===== src/rtl/alu_result_accumulator.sv =====
// Sums vec_len signed 8-bit ALU results into a signed ACC_WIDTH total on a valid/ready output.
// Define ACC_SATURATE_EN to clamp each addition to the signed range; without it the sum wraps.
module alu_result_accumulator #(
    parameter int ACC_WIDTH = 16,
    parameter int LEN_WIDTH = 4
) (
    input  logic                 clock,
    input  logic                 reset,
    input  logic                 start,
    input  logic [LEN_WIDTH-1:0] vec_len,
    input  logic                 in_valid,
    input  logic [7:0]           in_data,
    output logic                 in_ready,
    output logic                 out_valid,
    output logic [ACC_WIDTH-1:0] out_data,
    input  logic                 out_ready,
    output logic                 busy
);

    // state    | meaning
    // ST_IDLE  | waiting for start
    // ST_ACCUM | consuming elements until the counter runs out
    // ST_DONE  | presenting the final sum until out_ready
    localparam logic [1:0] ST_IDLE  = 2'd0;
    localparam logic [1:0] ST_ACCUM = 2'd1;
    localparam logic [1:0] ST_DONE  = 2'd2;

    localparam logic [LEN_WIDTH-1:0] CNT_ONE = {{(LEN_WIDTH-1){1'b0}}, 1'b1};

    logic [1:0]           state_q, state_d;
    logic [ACC_WIDTH-1:0] acc_q, acc_d;
    logic [LEN_WIDTH-1:0] cnt_q, cnt_d;
    logic [ACC_WIDTH-1:0] out_data_q, out_data_d;

    logic [ACC_WIDTH-1:0] in_ext;
    logic [ACC_WIDTH-1:0] acc_sum;
    logic                 xfer;

    assign in_ext = {{(ACC_WIDTH-8){in_data[7]}}, in_data};

`ifdef ACC_SATURATE_EN
    localparam logic [ACC_WIDTH-1:0] ACC_MAX = {1'b0, {(ACC_WIDTH-1){1'b1}}};
    localparam logic [ACC_WIDTH-1:0] ACC_MIN = {1'b1, {(ACC_WIDTH-1){1'b0}}};

    logic [ACC_WIDTH:0] sum_wide;

    // One guard bit: overflow when the two top bits disagree, direction from the guard bit.
    always_comb begin
        sum_wide = {acc_q[ACC_WIDTH-1], acc_q} + {in_ext[ACC_WIDTH-1], in_ext};
        if (sum_wide[ACC_WIDTH] != sum_wide[ACC_WIDTH-1]) begin
            acc_sum = sum_wide[ACC_WIDTH] ? ACC_MIN : ACC_MAX;
        end else begin
            acc_sum = sum_wide[ACC_WIDTH-1:0];
        end
    end
`else
    assign acc_sum = acc_q + in_ext;
`endif

    assign xfer = in_valid && (state_q == ST_ACCUM);

    always_comb begin
        state_d    = state_q;
        acc_d      = acc_q;
        cnt_d      = cnt_q;
        out_data_d = out_data_q;
        case (state_q)
            ST_IDLE: begin
                if (start) begin
                    if (vec_len != '0) begin
                        cnt_d   = vec_len;
                        acc_d   = '0;
                        state_d = ST_ACCUM;
                    end else begin
                        out_data_d = '0;
                        state_d    = ST_DONE;
                    end
                end
            end
            ST_ACCUM: begin
                if (xfer) begin
                    acc_d = acc_sum;
                    cnt_d = cnt_q - CNT_ONE;
                    if (cnt_q == CNT_ONE) begin
                        out_data_d = acc_sum;
                        state_d    = ST_DONE;
                    end
                end
            end
            ST_DONE: begin
                if (out_ready) begin
                    state_d = ST_IDLE;
                end
            end
            default: begin
                state_d = ST_IDLE;
            end
        endcase
    end

    always_ff @(posedge clock) begin
        if (!reset) begin
            state_q    <= ST_IDLE;
            acc_q      <= '0;
            cnt_q      <= '0;
            out_data_q <= '0;
        end else begin
            state_q    <= state_d;
            acc_q      <= acc_d;
            cnt_q      <= cnt_d;
            out_data_q <= out_data_d;
        end
    end

    assign in_ready  = (state_q == ST_ACCUM);
    assign out_valid = (state_q == ST_DONE);
    assign busy      = (state_q != ST_IDLE);
    assign out_data  = out_data_q;

endmodule


===== config.mk =====
export PLATFORM = sky130hd
export DESIGN_NAME = alu_result_accumulator
export DESIGN_NICKNAME = d
export VERILOG_FILES = /design/src/rtl/alu_result_accumulator.sv
export SDC_FILE = /design/constraint.sdc
export NUM_CORES = 1
export LEC_CHECK = 0
export CAP_MARGIN = 10
export CORE_ASPECT_RATIO = 1.25
export CORE_MARGIN = 2
export CORE_UTILIZATION = 40
export DETAILED_ROUTE_END_ITERATION = 7
export PLACE_DENSITY = 0.61
export SLEW_MARGIN = 20
export SYNTH_ARGS = -nofsm -noshare
export SYNTH_HDL_FRONTEND = slang
export SYNTH_SLANG_ARGS = --single-unit

===== constraint.sdc =====
create_clock -name clock -period 2.9 [get_ports clock]
set_input_delay 0.29 -clock clock [delete_from_list [all_inputs] [get_ports clock]]
set_output_delay 0.29 -clock clock [all_outputs]
set_load 0.01 [all_outputs]

== Yosys cells after proc, flatten, opt, wreduce, memory -nomap -nowiden ==
Index checks and enable logic that the tools add are counted.
W data, S select, Z words.
Operators by class
  $add $sub $neg: 2
  reductions and logical operators: 8
  muxes and demuxes: 19
  eq/ne operators: 9
Operators by type and width (count)
  $mux W16: 7
  $pmux W16 S2: 2
  $add A16 B16 Y16: 1
  $mux W4: 3
  $mux W2: 5
  $pmux W4 S2: 1
  $reduce_and A4 Y1: 2
  $ne A2 B1 Y1 const B: 3
  $ne A2 B2 Y1 const B: 3
  $pmux W2 S3: 1
  $reduce_and A5 Y1: 1
  $eq A4 B1 Y1 const B: 1
  $reduce_bool A2 Y1: 2
  $reduce_bool A4 Y1: 1
  $sub A4 B1 Y4 const B: 1
  $eq A2 B1 Y1 const B: 1
  $eq A2 B2 Y1 const B: 1
  $logic_not A2 Y1: 1
  $logic_and A1 B1 Y1: 1
Word-level totals
  logic and storage cells: 42
  output and inout bits: 19
  flip-flop bits (word level): 38
  input bits: 17

== Longest topological paths before layout ==
  depth in word-level cells: 4
  mapped depth: 10

== Worst setup path before layout ==
Ideal clock, no wire load.
  kind: flip-flop to flip-flop
  start point: register acc_q[0]
  end point: register acc_q[10]
  stages on the path, launching flop included: 11
  buffers on the path: 0
  data arrival time: 1982 ps
  setup time: 117 ps
  setup slack: 801 ps
  path through: dfxtp_1 -> ha_1 -> inv_1 -> fa_1 -> nor2b_1 -> o31a_1 -> nor4_1 -> or2_2 -> o21bai_1 -> xor2_1 -> a32o_1
On the way
  word-level cells in the longest chain between the ends: 3
RTL lines
  from (decl): RTL line 31  | logic [ACC_WIDTH-1:0] acc_q, acc_d;
  from (signal assigned): RTL line 104  | acc_q <= '0;
  from (signal assigned): RTL line 109  | acc_q <= acc_d;
  $add A16 B16 Y16: RTL line 57  | assign acc_sum = acc_q + in_ext;
  $mux W16: RTL line 81  | if (xfer) begin
  $pmux W16 S2: RTL line 67  | case (state_q)
Every way passes these cells. The select of a mux whose other input is x is not followed.
A chain may end at the register's enable or synchronous reset.

== Final worst setup path ==
  start point: input port in_data[7]
  end point: register acc_q[15]
On the way
  word-level cells in the longest chain between the ends: 3
RTL lines
  from (decl): RTL line 12  | input logic [7:0] in_data,
  $add A16 B16 Y16: RTL line 57
  $mux W16: RTL line 81
  $pmux W16 S2: RTL line 67
Every way passes these cells. The select of a mux whose other input is x is not followed.

==> impl_results.md <==
- Status: finished, final reports clean
- CTS tree: yes
- Max-cap check violation count: 0
- Sequential cell area: 760.7 µm²
- Simple-gate portion of the synthesized area: 0.2077
- Post-Synth Adder-Cell Area: 0.1016
- Final hold slack: 463.3 ps
- Slowest cell on the critical path: clkdlybuf4s50_1
- Clk sinks: 38
- Critical Path RT: 3120 ps
- Die height: 88.59 µm
- Combinational Power Share: 0.252
- Leak: 1.163 nW
- Top cells by area, synth: dfxtp_1 33%, ha_1 9.3%, a21oi_1 5.5%
- Setup Skew: 3.307 ps
- Skew-Pair Late Insertion Delay: 290 ps
- Synth warn: 0
- DP Cell Count: 365
- Post-DP HPWL: 4143 µm
- Xor-xnor portion of the synthesized cell area: 0.04863
- Flops & latches, synth: 38
- DRT iter0 DRCs: 80
- CTS root buf: clkbuf_8
- CP max FO: 6
- Final ANT Viol Nets: 0
- Iteration count of the initial detailed-routing pass: 4
- Multiplexer area fraction after synthesis: 0.008743
- Post-CTS setup buffers: 0
- Final setup vio count: 0
- Via count: 2068
- Num CTS Buffers: 5
- Synth top area share: 0.3322
- Die area: 6349 µm²
- Wire per inst: 14.56 µm
- Std-Cell Rows: 30
- Flop pwr share: 0.421
- Cts hold-fix bufs: 0
- Final slew viol count: 0
- Overflow after GRT: 0
- Place WS: 81.96 ps
- Cell accounting for the most synthesized area: dfxtp_1
- FMAX: 392.1 MHz
- Antenna Cells: 0
- Largest family of logic cells by synthesized area: compound AO/OA/AOI/OAI gates
- DR vias/cell: 5.544
- Int Pwr: 0.9686 mW
- Top delay family on crit path: compound AO/OA/AOI/OAI gates
- Crit path launch type: primary input
- Ys flop type: dfxtp_1
- Worst vdd rail ir drop: 0.2133 mV
- Number of levels in the clock H-tree: 2
- Area growth syn-to-layout: 23.88%
- Vias in the first global route: 2063
- Setup TNS: 0 ps
- Share of cells above drive strength 1: 0.1003
- NetSw: 0.4034 mW
- Filler instances: 528
- Hold Crit Class: flop to flop
- GP Congestion: 0.8863
- Async SR Flop Fraction: 0
- Worst path arrival time: 2770 ps
- Crit path capture type: flop
- Switch share: 0.2940
- Count leader, synth: dfxtp_1
- Max_slew headroom: 0.6313
- Placed Area: 2730 µm²
- WS Path Type: primary input to flop
- Largest net degree at the start of global routing: 21
- Drt total wl: 5432 µm
- Seq/Total Area, Yosys: 0.3322
- Non-Filler Instances: 373
- Fin crit period: 2550 ps
- Clk pwr share: 0.328
- Synth unique cells: 56
- Power per Cell Area: 483.7 nW/µm²
- EDFF count, synth: 0
- Ordered cell list for the critical path: clkdlybuf4s50_1 > ha_1 > a21o_2 > nor2b_4 > o22ai_1 > o2111ai_2 > a21boi_1 > or4b_1 > o211ai_2
- RSZ-0062 raised after global routing: false
- Ports: 36
- Final WS setup: 349.9 ps
- Synth Cell Area: 2290 µm²
- Clock Path Buffers: 2
- Crit path buffers/inverters: 1
- Final period util: 0.8794
- Mapped Cells: 269
- Initial antenna violation count: 0
- Worst-path clk slew: 80 ps
- PostCTS Resize Cnt: 0
- Detailed-route DRC error count: 0
- Design area: 2836 µm²
- Slowest Stage Delay on Critical Path: 520 ps
- NumNets Final: 343
- Final hold violations: 0
- Initial Util: 0.4178
- First-pass GRT wire length: 9183 µm
- DIE WIDTH: 71.67 µm
- GRT Overall Usage: 0.1820
- Compound-Gate Fraction of Synth Area: 0.2530
- IO Port Bufs: 35
- Multi-input gate area: 1419 µm²
- Syn avg cell area: 8.512 µm²
- Worst slew pin tran: 551.3 ps
- Core ar.: 5480 µm²
- Synth Net Count: 304
- Top post-synthesis cells by count: 38 x dfxtp_1, 25 x a21oi_1, 25 x nor2_1, 21 x nand2_1, 17 x ha_1
==> flip-flops by register name, indices dropped and copies added (netlist names) <==
register,cells
acc_q,16
out_data,16
cnt_q,4
state_q,2
==> metal layers <==
| metal | global-route usage | up-vias | share of wire | wire [µm] |
|---|---|---|---|---|
| li1 | - | 1052 | - | - |
| met3 | 0.03986 | 8 | 0.043 | 236 |
| met2 | 0.3308 | 46 | 0.50 | 2696 |
| met5 | 0 | - | 0 | 0 |
| met1 | 0.2085 | 962 | 0.45 | 2425 |
| met4 | 0.06690 | 0 | 0.014 | 74 |
==> worst register-to-register path, cell delays in order, from the launching register on <==
cell	delay, ps
dfxtp_1	320
ha_1	350
a21o_2	280
nor2b_4	120
o22ai_1	130
o2111ai_2	280
a21boi_1	120
or4b_1	530
o211ai_2	80
==> logic make-up after synthesis <==
family                   Yosys count
buffers and inverters             24
adder cells (fa/ha/maj)           18
AO/OA/AOI/OAI                     81
multiplexers                       2
flip-flops                        38
AND/OR/NAND/NOR                   95
XOR/XNOR                          11
==> per-stage QoR <==
| step | power, mW | utilization |
|---|---|---|
| after floorplan | 0.8169 | - |
| after global placement | 0.9324 | 0.4982 |
| after detailed placement | 0.9347 | 0.4982 |
| after CTS | 1.386 | 0.5176 |
| after global routing | 1.454 | 0.5176 |
| final | 1.372 | 0.5176 |
==> power groups by stage <==
stage / logic [mW] / registers [mW] / clock network [mW]
floorplan: 0.232 / 0.585 / 0
global placement: 0.344 / 0.589 / 0
detailed placement: 0.345 / 0.590 / 0
CTS: 0.346 / 0.577 / 0.462
global route: 0.384 / 0.581 / 0.488
finish: 0.345 / 0.577 / 0.450
==> path summary, 6_finish.rpt <==
check        slack [ps]  cells after the start         to       start
max                 350                      9  acc_q[15]  in_data[7]
min                 460                      2   acc_q[2]    acc_q[2]
max reg2reg         630                      8  acc_q[15]    acc_q[7]
min reg2reg         460                      2   acc_q[2]    acc_q[2]
==> placed cells by master (no fill, tap or decap), types with 5 or more instances in the layout <==
cell,synthesis,final
a211oi_1,6,6
a21o_1,7,7
a21oi_1,25,25
a22o_1,7,7
a32o_1,5,5
buf_4,0,11
clkbuf_8,0,5
clkdlybuf4s50_1,0,35
dfxtp_1,38,38
ha_1,17,17
inv_1,10,10
nand2_1,21,21
nand3_1,13,13
nor2_1,25,25
nor3_1,9,9
o21ai_0,8,8
xnor2_1,5,5
xor2_1,5,5
==> layout make-up <==
cell class / count / share of cell area
inverters: 10 / 0.01323
well taps: 64 / 0.02823
clock buffers: 7 / 0.02691
multi-input cells: 207 / 0.5002
clock inverters: 1 / 0.01059
repair buffers: 46 / 0.1526
flip-flops and latches: 38 / 0.2682
No activity file was read; power rests on OpenSTA's default activity.
